===== src/rtl/store_trace_checker_sync_fifo.sv =====
`default_nettype none
// ============================================================================
// Module      : sync_fifo
// Description : Single-clock FIFO holding the expected-store entries.
//               Supports push and pop on the same edge, including when full
//               (the pop frees the slot the push uses).
// Ports       : clk_i, reset_i (async, active-high), flush_i (sync empty),
//               push_i/wdata_i, pop_i/rdata_o (head, valid when !empty_o),
//               full_o, empty_o, count_o.
// Revision    : 1.0 - initial release
// ============================================================================
module sync_fifo #(
  parameter int DEPTH = 8,
  parameter int WIDTH = 66
) (
  input  logic                   clk_i,
  input  logic                   reset_i,
  input  logic                   flush_i,
  input  logic                   push_i,
  input  logic [WIDTH-1:0]       wdata_i,
  input  logic                   pop_i,
  output logic [WIDTH-1:0]       rdata_o,
  output logic                   full_o,
  output logic                   empty_o,
  output logic [$clog2(DEPTH):0] count_o
);

  localparam int PTR_W = $clog2(DEPTH);

  logic [WIDTH-1:0] mem_q [DEPTH];
  logic [PTR_W-1:0] wr_ptr_q;
  logic [PTR_W-1:0] rd_ptr_q;
  logic [PTR_W:0]   count_q;
  logic             w_do_pop;
  logic             w_do_push;

  assign empty_o   = (count_q == '0);
  assign full_o    = (count_q == (PTR_W+1)'(DEPTH));
  assign count_o   = count_q;
  assign rdata_o   = mem_q[rd_ptr_q];
  assign w_do_pop  = pop_i && !empty_o;
  assign w_do_push = push_i && (!full_o || w_do_pop);

  // Pointers wrap naturally because DEPTH is a power of two.
  always_ff @(posedge clk_i or posedge reset_i) begin
    if (reset_i) begin
      wr_ptr_q <= '0;
      rd_ptr_q <= '0;
      count_q  <= '0;
    end else if (flush_i) begin
      wr_ptr_q <= '0;
      rd_ptr_q <= '0;
      count_q  <= '0;
    end else begin
      if (w_do_push) wr_ptr_q <= wr_ptr_q + 1'b1;
      if (w_do_pop)  rd_ptr_q <= rd_ptr_q + 1'b1;
      case ({w_do_push, w_do_pop})
        2'b10:   count_q <= count_q + 1'b1;
        2'b01:   count_q <= count_q - 1'b1;
        default: count_q <= count_q;
      endcase
    end
  end

  // Storage needs no reset; entries are only read once written.
  always_ff @(posedge clk_i) begin
    if (w_do_push && !flush_i) mem_q[wr_ptr_q] <= wdata_i;
  end

endmodule
`default_nettype wire


===== config.mk =====
export PLATFORM = sky130hd
export DESIGN_NAME = sync_fifo
export DESIGN_NICKNAME = d
export VERILOG_FILES = /design/src/rtl/store_trace_checker_sync_fifo.sv
export SDC_FILE = /design/constraint.sdc
export NUM_CORES = 1
export LEC_CHECK = 0
export ABC_CLOCK_PERIOD_IN_PS = 9100
export BUFFER_PORTS_ARGS = -buffer_cell sky130_fd_sc_hd__buf_4
export CELL_PAD_IN_SITES_DETAIL_PLACEMENT = 0
export CELL_PAD_IN_SITES_GLOBAL_PLACEMENT = 1
export CORE_MARGIN = 5
export CORE_UTILIZATION = 25
export CTS_BUF_LIST = sky130_fd_sc_hd__clkbuf_2
export CTS_CLUSTER_DIAMETER = 200
export DETAILED_ROUTE_END_ITERATION = 10
export PLACE_DENSITY_LB_ADDON = 0.1
export SLEW_MARGIN = 20
export SYNTH_ARGS = -nofsm -noshare
export SYNTH_HDL_FRONTEND = slang
export SYNTH_SLANG_ARGS = --single-unit

===== constraint.sdc =====
create_clock -name clk_i -period 9.1 [get_ports clk_i]
set_clock_uncertainty 0.15 [all_clocks]
set_input_delay 1.365 -clock clk_i [delete_from_list [all_inputs] [get_ports clk_i]]
set_output_delay 1.365 -clock clk_i [all_outputs]
set_load 0.01 [all_outputs]

# Word level (Yosys, flattened, before mapping)
# Memories as Yosys holds them, arrays and structs flattened.
# Cells that the tools add are included.
# word_totals
reg_bits	10
latchBits	0
ram_bits	528
mem_bits_ro	0
elab_cells	30
in_bits	71
n_memories	1
# classes
n_mux	8
n_mul	0
div_mod_pow	0
n_reduce_logical	11
n_bitwise	0
addsub	4
order_cmp	0
eq_ne	3
shifts	0
# mem_list
memory	words	width	rd	rd_clocked_by_memory_dff	write_ports	line_no	source
mem_q	8	66	1	0	1	30	logic [WIDTH-1:0] mem_q [DEPTH];
# ops
cell	count
two-way mux 3 bit	4
one-hot mux 4 bit (2 select lines)	1
adder 3 x 1 -> 3 bit (second input constant)	2
adder 4 x 1 -> 4 bit (second input constant)	1
== test 4 bit (second input constant)	1
zero test 4 bit	1
two-way mux 4 bit	1
nonzero test 2 bit	2
subtractor 4 x 1 -> 4 bit (second input constant)	1
logical AND 1 bit	3
zero test 1 bit	3
nonzero test 3 bit	1
== test 2 x 1 -> 1 bit (second input constant)	1
== test 2 bit (second input constant)	1
two-way mux 1 bit	2
logical OR 1 bit	1

# Logic depth before layout (Yosys ltp)
# Gate-level depths: netlist of the first run.
# depth
word_depth	8
ltp_mapped	9
mapped_depth_nobuf	8

# Least setup slack after synthesis of the first run
# OpenSTA, ideal clock, no wires.
# synth_path
kind	input-to-reg
from	input port push_i
to	memory mem_q[0][0], enable pin
setup_slack_ns	0.056
cell_stages	4
path_buffers	1
arrival_ns	8.233
cell_sequence	buf_2 o21ai_1 or2_2 nor4_1
# synth_between
elab_chain_len	4
# synth_lines
item	line_no	source
start: declaration	19	input logic push_i,
logical AND 1 bit	42	assign w_do_push = push_i && (!full_o || w_do_pop);
logical AND 1 bit	67	if (w_do_push && !flush_i) mem_q[wr_ptr_q] <= wdata_i;
two-way mux 1 bit	67	
two-way mux 1 bit (not written as such)	67	
end: declaration	30	
# No other way between the ends.

# Worst setup path after layout of the first run
# layout_path
from	register rd_ptr_q[0]
to	output port rdata_o[23]
# layout_between
elab_chain_len	1
# layout_lines
item	line_no	source
start: declaration	32	logic [PTR_W-1:0] rd_ptr_q;
start signal: assignment	56	if (w_do_pop) rd_ptr_q <= rd_ptr_q + 1'b1;
memory (8 x 66 bit)	-	
end: declaration	22	output logic [WIDTH-1:0] rdata_o,
# No other way between the ends.

==> run metrics, run 1 <==
endpoint of the worst-slack reg-to-reg timing path mem_q[2][55]; synth-to-layout area growth 21.3%; Max-slew headroom 30.6%; Detail Route Antenna Nets 0; Synth warnings 0; drt via density 4.22; number of buffers inserted during clock tree synthesis 153; parity-gate share of the synthesized area counting xor and xnor cells 0.256%; data arrival time at the worst-slack endpoint 4.05 ns; register bit count reported by yosys 538; overall die area 87,800 µm²; switching power 1.66 mW; Total Power Consumption 5.92 mW; Congestion Overflow GR 0; peak clock frequency supported by timing 180 MHz; maximum number of pins on one net before global-route repair 64; ratio of cells with drive above 1 in the final layout 47.5%; FF-to-FF path depth 6; most common library cell in the layout ignoring fill and taps edfxtp_1; biggest area consumer among synthesized cells edfxtp_1; Hold Path Class in2reg; Fin Setup TNS 0 ns; Slowest cell on crit path dfrtp_4; Final setup viols 0; dominant combinational cell family by area after synthesis multiplexers; port bufs 142; simple-gate share of the synthesized area 0.824%; worst vdd ir 153 µV; effective utilization at floorplan 25.1%; half-perimeter wire length of the detailed placement result 26,200 µm; fraction of power consumed by the clock network 30.0%; leakage component of the power 8.09 nW; most frequent CP cell buf_4; Post-Place Cell Area 22,900 µm²; kind of start point of the critical path flip-flop; Syn Inst Count 842; portion of netlist area occupied by mux cells 18.3%; terminating pin of the worst hold path mem_q[4][16]; routed len/inst 21.7 µm; worst reg2reg setup slack 5.55 ns; launch point of the worst hold path wdata_i[16]; nature of the critical path endpoint output pin; net count of the mapped netlist 918; total wirelength of the detailed-routed design 51,100 µm; number of hold violations in the final report 0; x dimension of the die 296 µm; RSZ-0062 raised after global routing false; WP data required 7.59 ns; worst-margin pin slew 1.04 ns; final worst path period share 61.2%; Critical Path Max Stage Delay 0.92 ns; top cell type's share of synthesized area 77.4%; final cell area excluding filler cells 24,900 µm²; First DRT Iteration DRCs 418; antenna violations before repair 7; critical path, cell by cell buf_4 > mux4_2 > mux2_2 > buf_4; total power per unit cell area 238 nW/µm²; Post-Synthesis Cell Area 20,500 µm²; Comb pwr share 21.8%; area fraction in compound gates after synthesis 0.501%; per-instance average area after synthesis 24.3 µm²; total buffers and inverters traversed by the critical path 2; TritonCTS clock tree yes; result of the run complete, no violations; standard-cell row count 105; Worst setup startpoint rd_ptr_q[0]; Int Pwr 4.27 mW; number of H-tree levels 4; part of the Yosys area used for sequential elements 78.6%; Tot GR Track Use 11.8%; max_cap viols 0; cell depth of the worst min-delay path 1; overall via count from detail_route 9,922; number of detailed-route iterations in the first pass 4; clock latency on the worst-skew pair 1.22 ns; Clock Tree Root clkbuf_2; most used cells in the layout excluding fill and tap cells edfxtp_1 (528), clkbuf_2 (219), buf_4 (162), mux4_2 (132), mux2_2 (66); Top-Level Pins 143; clock-pin slew of the registers on the worst-case setup and hold paths 0.11 ns; Flop pwr share 48.1%; number of library cell types mapped by synthesis 33; number of global-route vias before repair 11,300; Core Box Area 81,700 µm²; sinks on the clock net 538; height of the die 296 µm; CP Class reg2out; cell family with the largest share of critical-path delay buffers and inverters; reg-to-reg startpoint count_o[1]; main area contributors after synthesis edfxtp_1 (77%), mux4_2 (15%), mux2_2 (3.6%), dfrtp_1 (1.2%), buf_6 (0.44%); first-pass GRT wire length 74,900 µm; shortest period the worst path allows 5.57 ns; total count of max-transition violations in the final report 0; arithmetic-cell share of the synthesized area counting full adders, half adders and majority gates 0.342%; RePlAce Congestion 0.625; fin nets 1,251; Clock Path Buffers 3; maximum fanout along the worst path 41; switching power share of the total 28.0%; residual DRC count 0
cells by family (layout without fill, tap and decap cells):
family                   count (synthesis)  after routing
flip-flops                             538            538
multiplexers                           202            202
buffers and inverters                   42            478
AND/OR/NAND/NOR                         35             35
AO/OA/AOI/OAI                           14             14
XOR/XNOR                                 6              6
adder cells (fa/ha/maj)                  5              5
other                                    0              4
power by group through the flow:
stage          logic (mW)  registers [mW]  clock network [mW]
2_1_floorplan       0.906            2.86                   0
3_3_place_gp         1.34            2.92                   0
3_5_place_dp         1.33            2.92                   0
4_1_cts              1.36            2.86                1.91
5_1_grt              1.42            2.87                2.03
6_report             1.29            2.85                1.78
state kept, by name, indices dropped and copies added (netlist names):
signal and flops:
mem_q 528, count_o 4, rd_ptr_q 3, wr_ptr_q 3
worst reg2reg max path, stage by stage, from the launching register on:
cell and delay [ns]:
dfrtp_1 0.53, or3_1 0.28, o21ai_1 0.15, or2_2 0.39
nor2_4 0.41, buf_4 0.51, buf_4 0.65
synth_stat cells (all sizes together):
| cell type | n |
|---|---|
| o21ai | 3 |
| edfxtp | 528 |
| fa | 1 |
| nor2b | 3 |
| and2 | 1 |
| or2 | 1 |
| inv | 1 |
| o211ai | 4 |
| nand2b | 2 |
| xor2 | 3 |
| or3 | 1 |
| nand2 | 2 |
| a31oi | 1 |
| o311ai | 1 |
| nand3b | 1 |
| nor3 | 3 |
| a211oi | 3 |
| nor4 | 2 |
| nor2 | 18 |
| nor4b | 1 |
| mux2 | 66 |
| o311a | 1 |
| ha | 4 |
| mux4 | 132 |
| buf | 24 |
| clkbuf | 17 |
| mux2i | 4 |
| a21oi | 1 |
| xnor2 | 3 |
| dfrtp | 10 |
area by class of cell:
cell class,count,area [µm²]
Fill cell,8069,56900
Sequential cell,538,16100
Multi-Input combinational cell,262,4200
Timing Repair Buffer,219,1800
Tap cell,1070,1340
Clock buffer,219,1100
Clock inverter,39,294
Antenna cell,4,10.0
Inverter,1,3.75
routing by layer:
metal / vias to the layer above / share of wire, % / global-route usage, %
met5: - / 0.12 / 0
met4: 8 / 2.1 / 4.50
met3: 112 / 5.4 / 3.88
met2: 245 / 51 / 20.2
met1: 5214 / 42 / 13.9
li1: 4343 / - / -
worst max path at each step:
stage / cells past startpoint / slack (ns) / end
after floorplan: 4 / 0.06 / mem_q[0][0]
after global placement: 4 / 4.61 / rdata_o[23]
after detailed placement: 4 / 4.64 / rdata_o[23]
after CTS: 4 / 3.08 / rdata_o[23]
after global routing: 4 / 2.98 / rdata_o[29]
final: 4 / 3.53 / rdata_o[23]
through the flow:
step / setup WS [ns] / util [%] / std cells / hold WS [ns]
5_1_grt: 2.98 / 30.4 / 2350 / 0.0164
4_1_cts: 3.08 / 30.4 / 2348 / 0.00160
6_report: 3.53 / 30.4 / 2352 / 0.282
3_5_place_dp: 4.64 / 28.0 / 2034 / 0.410
2_1_floorplan: 0.0565 / - / 842 / 0.384
3_3_place_gp: 4.61 / 28.0 / 2034 / 0.433
repair_timing:
item,4_1_cts,5_1_grt
hold buffers,56,0
resized for setup,0,0
buffers inserted,0,0
endpoints found under the hold margin,351,0
No activity file was read; power rests on OpenSTA's default activity.
==> run 2, diff against run 1 <==
--- a/config.mk
+++ b/config.mk
@@ -5,7 +5,7 @@
 export SDC_FILE = /design/constraint.sdc
 export NUM_CORES = 1
 export LEC_CHECK = 0
-export ABC_CLOCK_PERIOD_IN_PS = 9100
+export ABC_CLOCK_PERIOD_IN_PS = 4590
 export BUFFER_PORTS_ARGS = -buffer_cell sky130_fd_sc_hd__buf_4
 export CELL_PAD_IN_SITES_DETAIL_PLACEMENT = 0
 export CELL_PAD_IN_SITES_GLOBAL_PLACEMENT = 1
==> constraint.sdc (replaced) <==
create_clock -name clk_i -period 4.59 [get_ports clk_i]
set_clock_uncertainty 0.15 [all_clocks]
set_input_delay 0.6885 -clock clk_i [delete_from_list [all_inputs] [get_ports clk_i]]
set_output_delay 0.6885 -clock clk_i [all_outputs]
set_load 0.01 [all_outputs]
==> run metrics, run 2 (synthesized netlist as in run 1, its figures left out) <==
Sequential cell area 16,100 µm² (unchanged); number of hold violations in the final report 0 (unchanged); kind of start point of the critical path flip-flop (unchanged); Congestion Overflow GR 0 (unchanged); fin nets 1,349 (was 1,251); WP data required 3.75 ns (was 7.59 ns); residual DRC count 0 (unchanged); number of detailed-route iterations in the first pass 4 (unchanged); total power per unit cell area 463 nW/µm² (was 238 nW/µm²); combined area of the multi-input logic cells 4230 µm² (was 4200 µm²); worst-margin pin slew 0.959 ns (was 1.04 ns); result of the run complete, no violations (unchanged); total buffers and inverters traversed by the critical path 3 (was 2); Slowest cell on crit path dfrtp_4 (unchanged); x dimension of the die 296 µm (unchanged); max_cap viols 0 (unchanged); Clock Path Buffers 3 (unchanged); standard-cell row count 105 (unchanged); half-perimeter wire length of the detailed placement result 27,300 µm (was 26,200 µm); overall die area 87,800 µm² (unchanged); leakage component of the power 8.59 nW (was 8.09 nW); maximum number of pins on one net before global-route repair 48 (was 64); Clock Tree Root clkbuf_2 (unchanged); Detail Route Antenna Nets 0 (unchanged); nature of the critical path endpoint output pin (unchanged); met3 routing resource usage after global routing 4.03% (was 3.88%); number of global-route vias before repair 11,500 (was 11,300); drt via density 4.14 (was 4.22); sinks on the clock net 538 (unchanged); antenna violations before repair 7 (unchanged); clock-pin slew of the registers on the worst-case setup and hold paths 0.09 ns (was 0.11 ns); CP Class reg2out (unchanged); global route hottest layer met2 (unchanged); Final setup viols 0 (unchanged); max reg flops 528 (unchanged); Hold Path Class in2reg (unchanged); number of filler instances in the final layout 8,049 (was 8,069); most frequent CP cell buf_4 (unchanged); number of H-tree levels 4 (unchanged); ratio of cells with drive above 1 in the final layout 45.5% (was 47.5%); Total Power Consumption 12.1 mW (was 5.92 mW); effective utilization at floorplan 25.1% (unchanged); total wirelength of the detailed-routed design 51,800 µm (was 51,100 µm); data arrival time at the worst-slack endpoint 3.26 ns (was 4.05 ns); critical path, cell by cell buf_4 > buf_6 > mux4_2 > mux2_2 > buf_4 (was buf_4 > mux4_2 > mux2_2 > buf_4); most common library cell in the layout ignoring fill and taps edfxtp_1 (unchanged); overall via count from detail_route 10,200 (was 9,922); routed len/inst 21.0 µm (was 21.7 µm); Tot GR Track Use 12.0% (was 11.8%); Util after Layout 31.9% (was 30.4%); Fin Setup TNS 0 ns (unchanged); RSZ-0062 raised after global routing false (unchanged); port bufs 142 (unchanged); height of the die 296 µm (unchanged); Critical Path Max Stage Delay 0.55 ns (was 0.92 ns); synth-to-layout area growth 27.3% (was 21.3%); most used cells in the layout excluding fill and tap cells edfxtp_1 (528), clkbuf_2 (229), buf_4 (162), dlygate4sd3_1 (143), mux4_2 (132) (was edfxtp_1 (528), clkbuf_2 (219), buf_4 (162), mux4_2 (132), mux2_2 (66)); clock latency on the worst-skew pair 1.25 ns (was 1.22 ns); TritonCTS clock tree yes (unchanged); Largest Register mem_q (unchanged); cell family with the largest share of critical-path delay multiplexers (was buffers and inverters); Top-Level Pins 143 (unchanged); maximum fanout along the worst path 20 (was 41); First DRT Iteration DRCs 481 (was 418); Core Box Area 81,700 µm² (unchanged); met2 layer usage reported by global route 19.6% (was 20.2%); met1 Usage GRT 15.0% (was 13.9%); final worst path period share 89.3%; number of buffers inserted during clock tree synthesis 152 (was 153); total count of max-transition violations in the final report 0 (unchanged); shortest period the worst path allows 4.10 ns; peak clock frequency supported by timing 244 MHz; Max-slew headroom 36.1% (was 30.6%); RePlAce Congestion 0.640 (was 0.625); first-pass GRT wire length 76,100 µm (was 74,900 µm); worst vdd ir 196 µV (was 153 µV)
run 2: changes by cell type in the layout (fill, tap and decap cells not counted), sizes merged:
cell         change
clkbuf          +10
clkinvlp         +4
inv              -3
dlygate4sd3     +87
diode            +6
clkinv           +2
buf             +12
run 2: final cells by class:
type	count	share of cell area [%]
sequential	538	61.8
multi-input combinational	262	16.2
timing repair buffer	318	11.1
tap	1070	5.13
clock buffer	229	4.39
clock inverter	42	1.27
antenna	10	0.0959
inverter	1	0.0144
run 2: stage by stage:
step	cells	hold WS, ns	worst slack (ns)	area [µm²]
after floorplan	842	0.379	-0.735	20500
after global placement	2040	0.425	1.45	23100
after detailed placement	2041	0.424	1.44	23100
after CTS	2460	0.0352	0.159	26100
after global routing	2470	0.0871	0.0910	26100
final	2470	0.311	0.492	26100
run 2: power by group:
group          switching, mW  internal, mW
registers              0.102          5.50
logic                   1.27          1.55
clock network           2.05          1.62
run 2: path summary, 6_finish.rpt:
path                        startpoint           to  slack, ns  depth (start not counted)
min in group asynchronous      reset_i   count_o[3]       0.40                          4
max reg2reg                 count_o[0]   count_o[3]       0.97                         10
max                        rd_ptr_q[0]  rdata_o[29]       0.49                          5
min                             push_i  wr_ptr_q[0]       0.31                          5
max in group asynchronous      reset_i  rd_ptr_q[1]       3.52                          4
min reg2reg                wr_ptr_q[0]  wr_ptr_q[0]       0.45                          2
run 2: tightest hold or removal path, delay by kind of cell:
family,cells,cell delay (ns)
buffers and inverters,2,0.70
and+or+nand+nor,1,0.08
AOI/OAI and AO/OA,2,0.19
run 2: timing repair:
action | CTS | global route
endpoints found under the setup margin | 47 | 0
setup buffers | 5 | 0
hold buffers | 143 | 0
resized for setup | 2 | 0
endpoints found under the hold margin | 620 | 0
run 2: layer usage:
layer | share of wire (%) | up-vias
li1 | - | 4584
met1 | 43 | 5313
met2 | 50 | 240
met3 | 5.2 | 87
met4 | 1.9 | 6
met5 | 0.068 | -
